`config.mk`:
```
export PLATFORM = sky130hd
export DESIGN_NAME = alu8_arbiter
export DESIGN_NICKNAME = d
export VERILOG_FILES = /design/src/rtl/alu8_arbiter.sv
export SDC_FILE = /design/constraint.sdc
export NUM_CORES = 1
export LEC_CHECK = 0
export BUFFER_PORTS_ARGS = -buffer_cell sky130_fd_sc_hd__buf_2
export CAP_MARGIN = 20
export CORE_AREA = 2 2 63 65
export CTS_CLUSTER_SIZE = 8
export DETAILED_ROUTE_END_ITERATION = 10
export DIE_AREA = 0 0 65 67
export GPL_ROUTABILITY_DRIVEN = 0
export PLACE_DENSITY = 0.84
export SLEW_MARGIN = 20
export SYNTH_ARGS = -nofsm -noshare
export SYNTH_HDL_FRONTEND = slang
export SYNTH_SLANG_ARGS = --single-unit
export TNS_END_PERCENT = 50
```
`constraint.sdc`:
```
create_clock -name clk -period 1.6 [get_ports clk]
set_input_delay 0.4 -clock clk [delete_from_list [all_inputs] [get_ports clk]]
set_output_delay 0.4 -clock clk [all_outputs]
set_load 0.1 [all_outputs]
```
`src/rtl/alu8_arbiter.sv`:
```
// alu8_arbiter: round-robin arbiter/sequencer sharing one signed add/sub
// datapath between two requesters.
//
// Ports:
//   clk, rst            clock, asynchronous active-high reset
//   reqN/opN/ciN/xN/yN  requester N request and operands (N = 0, 1)
//   gntN                one-cycle combinational grant; operands captured then
//   dp_op/ci/x/y        registered operands driven to the shared datapath
//   dp_r, dp_of         datapath result and signed overflow (combinational)
//   rsp_valid/ready     response handshake
//   rsp_id/r/of         registered response: owner id, result, overflow
//   busy                high whenever the sequencer is not idle
//
// Build option: define ALU8_ARB_FIXED_PRIO_EN for fixed priority (requester 0
// wins ties, no last-winner pointer). Default is round-robin.
module alu8_arbiter #(
   parameter int unsigned WIDTH = 8
) (
   input  logic             clk,
   input  logic             rst,
   input  logic             req0,
   input  logic             op0,
   input  logic             ci0,
   input  logic [WIDTH-1:0] x0,
   input  logic [WIDTH-1:0] y0,
   output logic             gnt0,
   input  logic             req1,
   input  logic             op1,
   input  logic             ci1,
   input  logic [WIDTH-1:0] x1,
   input  logic [WIDTH-1:0] y1,
   output logic             gnt1,
   output logic             dp_op,
   output logic             dp_ci,
   output logic [WIDTH-1:0] dp_x,
   output logic [WIDTH-1:0] dp_y,
   input  logic [WIDTH-1:0] dp_r,
   input  logic             dp_of,
   output logic             rsp_valid,
   input  logic             rsp_ready,
   output logic             rsp_id,
   output logic [WIDTH-1:0] rsp_r,
   output logic             rsp_of,
   output logic             busy
);

   typedef enum logic [1:0] {
      IDLE = 2'd0,
      EXEC = 2'd1,
      RESP = 2'd2
   } state_e;

   typedef struct packed {
      logic             op;
      logic             ci;
      logic [WIDTH-1:0] x;
      logic [WIDTH-1:0] y;
   } opnd_t;

   state_e           state_q, state_d;
   opnd_t            opnd_q, opnd_d;
   logic             owner_q;
   logic             rsp_valid_q;
   logic             rsp_id_q;
   logic [WIDTH-1:0] rsp_r_q;
   logic             rsp_of_q;
   logic             winner_c;
   logic             grant_ok_c;
   logic             grant_c;

`ifndef ALU8_ARB_FIXED_PRIO_EN
   logic             last_q;
`endif

   // Tie-break: the requester that did not win last time (or 0 when fixed).
   always_comb begin
      winner_c = req1;
      if (req0 && req1) begin
`ifdef ALU8_ARB_FIXED_PRIO_EN
         winner_c = 1'b0;
`else
         winner_c = ~last_q;
`endif
      end
   end

   // A grant may issue when idle or while the pending response is consumed.
   // rst gates it so grants drop immediately on an asynchronous reset.
   assign grant_ok_c = !rst && ((state_q == IDLE) || ((state_q == RESP) && rsp_ready));
   assign grant_c    = grant_ok_c && (req0 || req1);
   assign opnd_d     = winner_c ? opnd_t'{op1, ci1, x1, y1} : opnd_t'{op0, ci0, x0, y0};

   // State register.
   always_ff @(posedge clk or posedge rst) begin
      if (rst) state_q <= IDLE;
      else     state_q <= state_d;
   end

   // Next-state logic.
   always_comb begin
      state_d = state_q;
      case (state_q)
         IDLE:    if (grant_c) state_d = EXEC;
         EXEC:    state_d = RESP;
         RESP:    if (rsp_ready) state_d = grant_c ? EXEC : IDLE;
         default: state_d = IDLE;
      endcase
   end

   // Outputs decoded from state and the Mealy grant.
   always_comb begin
      gnt0 = 1'b0;
      gnt1 = 1'b0;
      busy = 1'b0;
      if (grant_c) begin
         gnt0 = ~winner_c;
         gnt1 = winner_c;
      end
      if (state_q != IDLE) busy = 1'b1;
   end

   // Operand capture on grant; result capture at the end of EXEC.
   always_ff @(posedge clk or posedge rst) begin
      if (rst) begin
         opnd_q      <= '0;
         owner_q     <= 1'b0;
         rsp_valid_q <= 1'b0;
         rsp_id_q    <= 1'b0;
         rsp_r_q     <= '0;
         rsp_of_q    <= 1'b0;
`ifndef ALU8_ARB_FIXED_PRIO_EN
         last_q      <= 1'b1;
`endif
      end else begin
         if (grant_c) begin
            opnd_q  <= opnd_d;
            owner_q <= winner_c;
`ifndef ALU8_ARB_FIXED_PRIO_EN
            last_q  <= winner_c;
`endif
         end
         if (state_q == EXEC) begin
            rsp_r_q     <= dp_r;
            rsp_of_q    <= dp_of;
            rsp_id_q    <= owner_q;
            rsp_valid_q <= 1'b1;
         end else if ((state_q == RESP) && rsp_ready) begin
            rsp_valid_q <= 1'b0;
         end
      end
   end

   assign dp_op     = opnd_q.op;
   assign dp_ci     = opnd_q.ci;
   assign dp_x      = opnd_q.x;
   assign dp_y      = opnd_q.y;
   assign rsp_valid = rsp_valid_q;
   assign rsp_id    = rsp_id_q;
   assign rsp_r     = rsp_r_q;
   assign rsp_of    = rsp_of_q;

endmodule

```
After elaboration in Yosys (flattened, before gate mapping)
Index checks and enable logic that the tools add are counted.
{"block": "totals", "reg_bits": 33, "latchBits": 0, "ramBits": 0, "rom_bits": 0, "output_inout_bits": 32, "word_cells": 39, "mem_count": 0}
{"block": "classes", "add_sub_neg": 0, "multipliers": 0, "div_mod_pow": 0, "magnitude_cmp": 0, "n_eq_ne": 4, "n_shift": 0, "n_mux": 11, "bitwise_logic": 2, "n_reduce_logical": 11}
{"cell": "$mux 18", "count": 1}
{"cell": "$mux 1", "count": 7}
{"cell": "$pmux 2 s3", "count": 1}
{"cell": "$logic_and 1x1->1", "count": 4}
{"cell": "$mux 2", "count": 2}
{"cell": "$ne 2x2->1 const B", "count": 2}
{"cell": "$reduce_bool 2->1", "count": 2}
{"cell": "$eq 2x1->1 const B", "count": 1}
{"cell": "$eq 2x2->1 const B", "count": 1}
{"cell": "$logic_not 2->1", "count": 1}
{"cell": "$logic_or 1x1->1", "count": 2}
{"cell": "$not 1->1", "count": 2}
{"cell": "$reduce_and 2->1", "count": 1}
{"cell": "$logic_not 1->1", "count": 1}

Depth between registers and ports, before layout
{"block": "depth", "ltp_word": 8, "ltp_mapped": 5}

Least setup slack after synthesis
No wires, ideal clock.
{"block": "synth_timing", "path_kind": "reg-to-output", "start": "register last_q", "end": "output gnt0", "arrival_ps": 2765, "required_ps": 1200, "path_slack_ps": -1565, "path_stages_with_launch": 4, "path_buffers": 1, "cell_sequence": "dfstp_2 -> nor2b_1 -> buf_2 -> nor3_1"}
{"block": "synth_via", "elab_chain_cells": 4}
{"item": "start, declared", "line_no": "72", "source": "logic last_q;"}
{"item": "start signal, assigned", "line_no": "139", "source": "last_q <= winner_c;"}
{"item": "$not 1->1", "line_no": "82", "source": "winner_c = ~last_q;"}
{"item": "$mux 1", "line_no": "78", "source": "if (req0 && req1) begin"}
{"item": "$not 1->1", "line_no": "116", "source": "gnt0 = ~winner_c;"}
{"item": "$mux 1", "line_no": "115", "source": "if (grant_c) begin"}
{"item": "end, declared", "line_no": "26", "source": "output logic gnt0,"}
No other way between the ends.

Worst setup path after layout
{"block": "layout_timing", "start": "register state_q[0]", "end": "output busy"}
{"block": "layout_via", "elab_chain_cells": 2}
{"item": "start, declared", "line_no": "60", "source": "state_e state_q, state_d;"}
{"item": "start signal, assigned", "line_no": "96", "source": "else state_q <= state_d;"}
{"item": "$reduce_bool 2->1", "line_no": "119", "source": "if (state_q != IDLE) busy = 1'b1;"}
{"item": "$mux 1", "line_no": "119"}
{"item": "end, declared", "line_no": "44", "source": "output logic busy"}
No other way between the ends.

==> run summary <==
Actual slew at the worst max-slew pin = 0.495 ns
Vias per cell = 5.31
CTS tree = yes
Layout Skew = 0.00452 ns
Area growth from synthesis to layout = 42.9%
Sequential area share after synthesis = 53.7%
Max-slew headroom = 67.2%
Grt total ovfl = 0
Share of cells above drive strength 1 = 60.7%
ANT cells = 0
Rows = 22
Post-route ant nets = 0
Top-area cell type share of the netlist area = 51.9%
Hold WS = 0.164 ns
DIE HEIGHT = 67 um
CTS buffer count = 5
Iter 0 DRT Violations = 70
Clock sink total = 33
Final hold vios = 0
Synthesized area = 1540 um^2
Routed wire length = 3830 um
Post-DP HPWL = 2860 um
Final worst-path setup slack = -0.116 ns
F_max = 583 MHz
Final core occ = 61.1%
Setup violations, final = 3
Final Max Tran Viols = 0
Startpoint Class = flip-flop
#FFs+latches synth = 33
RSZ-0062 raised after global routing = yes
IO buf count = 81
Worst setup EP type = output pin
Core area = 3610 um^2
Clock latency on the worst-skew pair = 0.28 ns
Failing checks = setup timing
Yosys top cell by area = dfrtp_1
Max FO, Critical Path = 3
Yosys cell types = 28
Die area = 4360 um^2
Syn Nets = 163
Setup slack at placement = 0.00774 ns
Period utilization = 107%
Leak = 1.01 nW
Pwr dens = 2120 nW/um^2
Synth area leaders = dfrtp_1 52%, o32ai_1 9.7%, a2bb2oi_2 8.8%
CP Data Arrival Time = 1.32 ns
Initial antenna violation count = 0
GRT Total Usage = 18.8%
Ports = 82
CTS max path bufs = 2
First-pass DRT Iterations = 4
Finished Layout Cells = 254
Ys Warns = 0
Worst R2R Path Depth = 6
# H-tree levels = 2
Clk root buf = clkbuf_8
Gate Count Post-Synth = 113
Final worst path period need = 1.72 ns
Via Count = 1,348
Avg Inst Size Synth = 13.6 um^2
Setup CP Type = reg -> out
Number of global-route vias before repair = 1,227
Worst hold path class = in -> async
Status = finished with violations
Average routed wire per standard cell = 15.1 um
Clock Pin Slew Worst Setup and Hold Paths = 0.07 ns
Placed Cells = 243
Maximum vdd ir drop = 0.00123 V
Global-route wire length before repair = 6010 um
Setup_tns = -0.228 ns
Max-cap violations = 0
Largest net degree at the start of global routing = 20
# DRC = 0
Die width = 65 um
Critical Path RT = 1.20 ns
Initial Util = 42.7%
Layout Nets = 255
==> per-stage QoR <==
step	instance area, um^2	power, mW
floorplan	1560	3.57
global placement	2070	4.01
detailed placement	2070	4.05
CTS	2180	4.68
global route	2200	4.83
finish	2200	4.66
==> layer usage <==
layer / GRT usage [%] / up-vias / wire length (um)
met3: 4.05 / 4 / 257
met2: 33.6 / 60 / 2050
met1: 21.3 / 656 / 1460
met5: 0 / - / 0
met4: 8.78 / 0 / 60
li1: - / 628 / -
==> path summary, 6_finish.rpt <==
kind	startpoint	end	slack, ns
min in group clk	rsp_ready	rsp_valid$_DFFE_PP0P_	0.33
worst min-delay path	rst	rsp_r[6]$_DFFE_PP0P_	0.16
worst max-delay path	state_q[0]$_DFFE_PP0P_	busy	-0.12
worst min register to register	rsp_r[2]$_DFFE_PP0P_	rsp_r[2]$_DFFE_PP0P_	0.49
worst max register to register	state_q[0]$_DFFE_PP0P_	dp_y[6]$_DFFE_PP0P_	0.12
max in group asynchronous	rst	last_q$_DFFE_PP1P_	1.16
==> synthesized netlist by cell type (all sizes together) <==
master	instances
a2bb2oi	18
mux2	10
o211a	1
nor2b	2
a21oi	1
nor2	4
clkbuf	2
nand2	1
dfstp	1
inv	3
o32ai	18
nand3b	1
o21ai	1
dfrtp	32
and2	1
buf	9
a21bo	1
nand2b	1
or2	1
a31oi	4
nor3	1
==> final cells by class <==
cell class                 count  area, um^2
tap                           48        60.1
clock buffer                   5        68.8
inverter                       3        11.3
fill                         325        1400
clock inverter                 3        17.5
multi-input combinational     66         649
sequential                    33         828
timing repair buffer          96         567
==> state kept, by name, summed over array words and instances, names as in the netlist <==
| signal | flops |
|---|---|
| last_q | 1 |
| owner_q | 1 |
| state_q | 2 |
| dp_x | 8 |
| rsp_r | 8 |
| dp_op | 1 |
| rsp_of | 1 |
| dp_ci | 1 |
| rsp_id | 1 |
| rsp_valid | 1 |
| dp_y | 8 |
==> cell families (layout without fill, tap and decap cells) <==
kind of cell    after synthesis  after routing  synth area share, %
mux                          10             10                 7.31
flops                        33             33                 53.7
compound gates               44             44                 28.2
simple gates                 12             12                 4.71
buf+inv                      14            107                 6.17
==> report_power, final <==
group	leakage, nW	internal (mW)	switching (mW)	total, mW
clock	0.0439	0.300	0.303	0.603
sequential	0.369	1.10	0.150	1.25
combinational	0.600	0.580	2.23	2.81
==> layout by cell type (no fill, tap or decap), types with 2 or more instances in the layout <==
master / Yosys / final
a2bb2oi_2: 9 / 9
inv_1: 3 / 3
mux2_1: 9 / 9
a31oi_1: 4 / 4
buf_2: 4 / 78
buf_12: 0 / 3
clkinv_2: 0 / 2
nor2_4: 1 / 2
dfrtp_1: 32 / 31
nor2_1: 3 / 2
o32ai_1: 17 / 17
clkbuf_8: 0 / 5
buf_4: 1 / 14
a2bb2oi_1: 9 / 9
==> critical path: stages, from the launching register on <==
cell	delay [ns]
dfrtp_1	0.42
buf_4	0.15
or2_2	0.27
buf_6	0.19
==> timing repair <==
action,CTS,global route
pin swaps,3,1
hold buffers,0,0
gates resized for setup,5,2
setup endpoints to repair,3,3
setup buffers,1,2
cloned,0,0
Note: power is estimated with default switching activity, not from simulation.
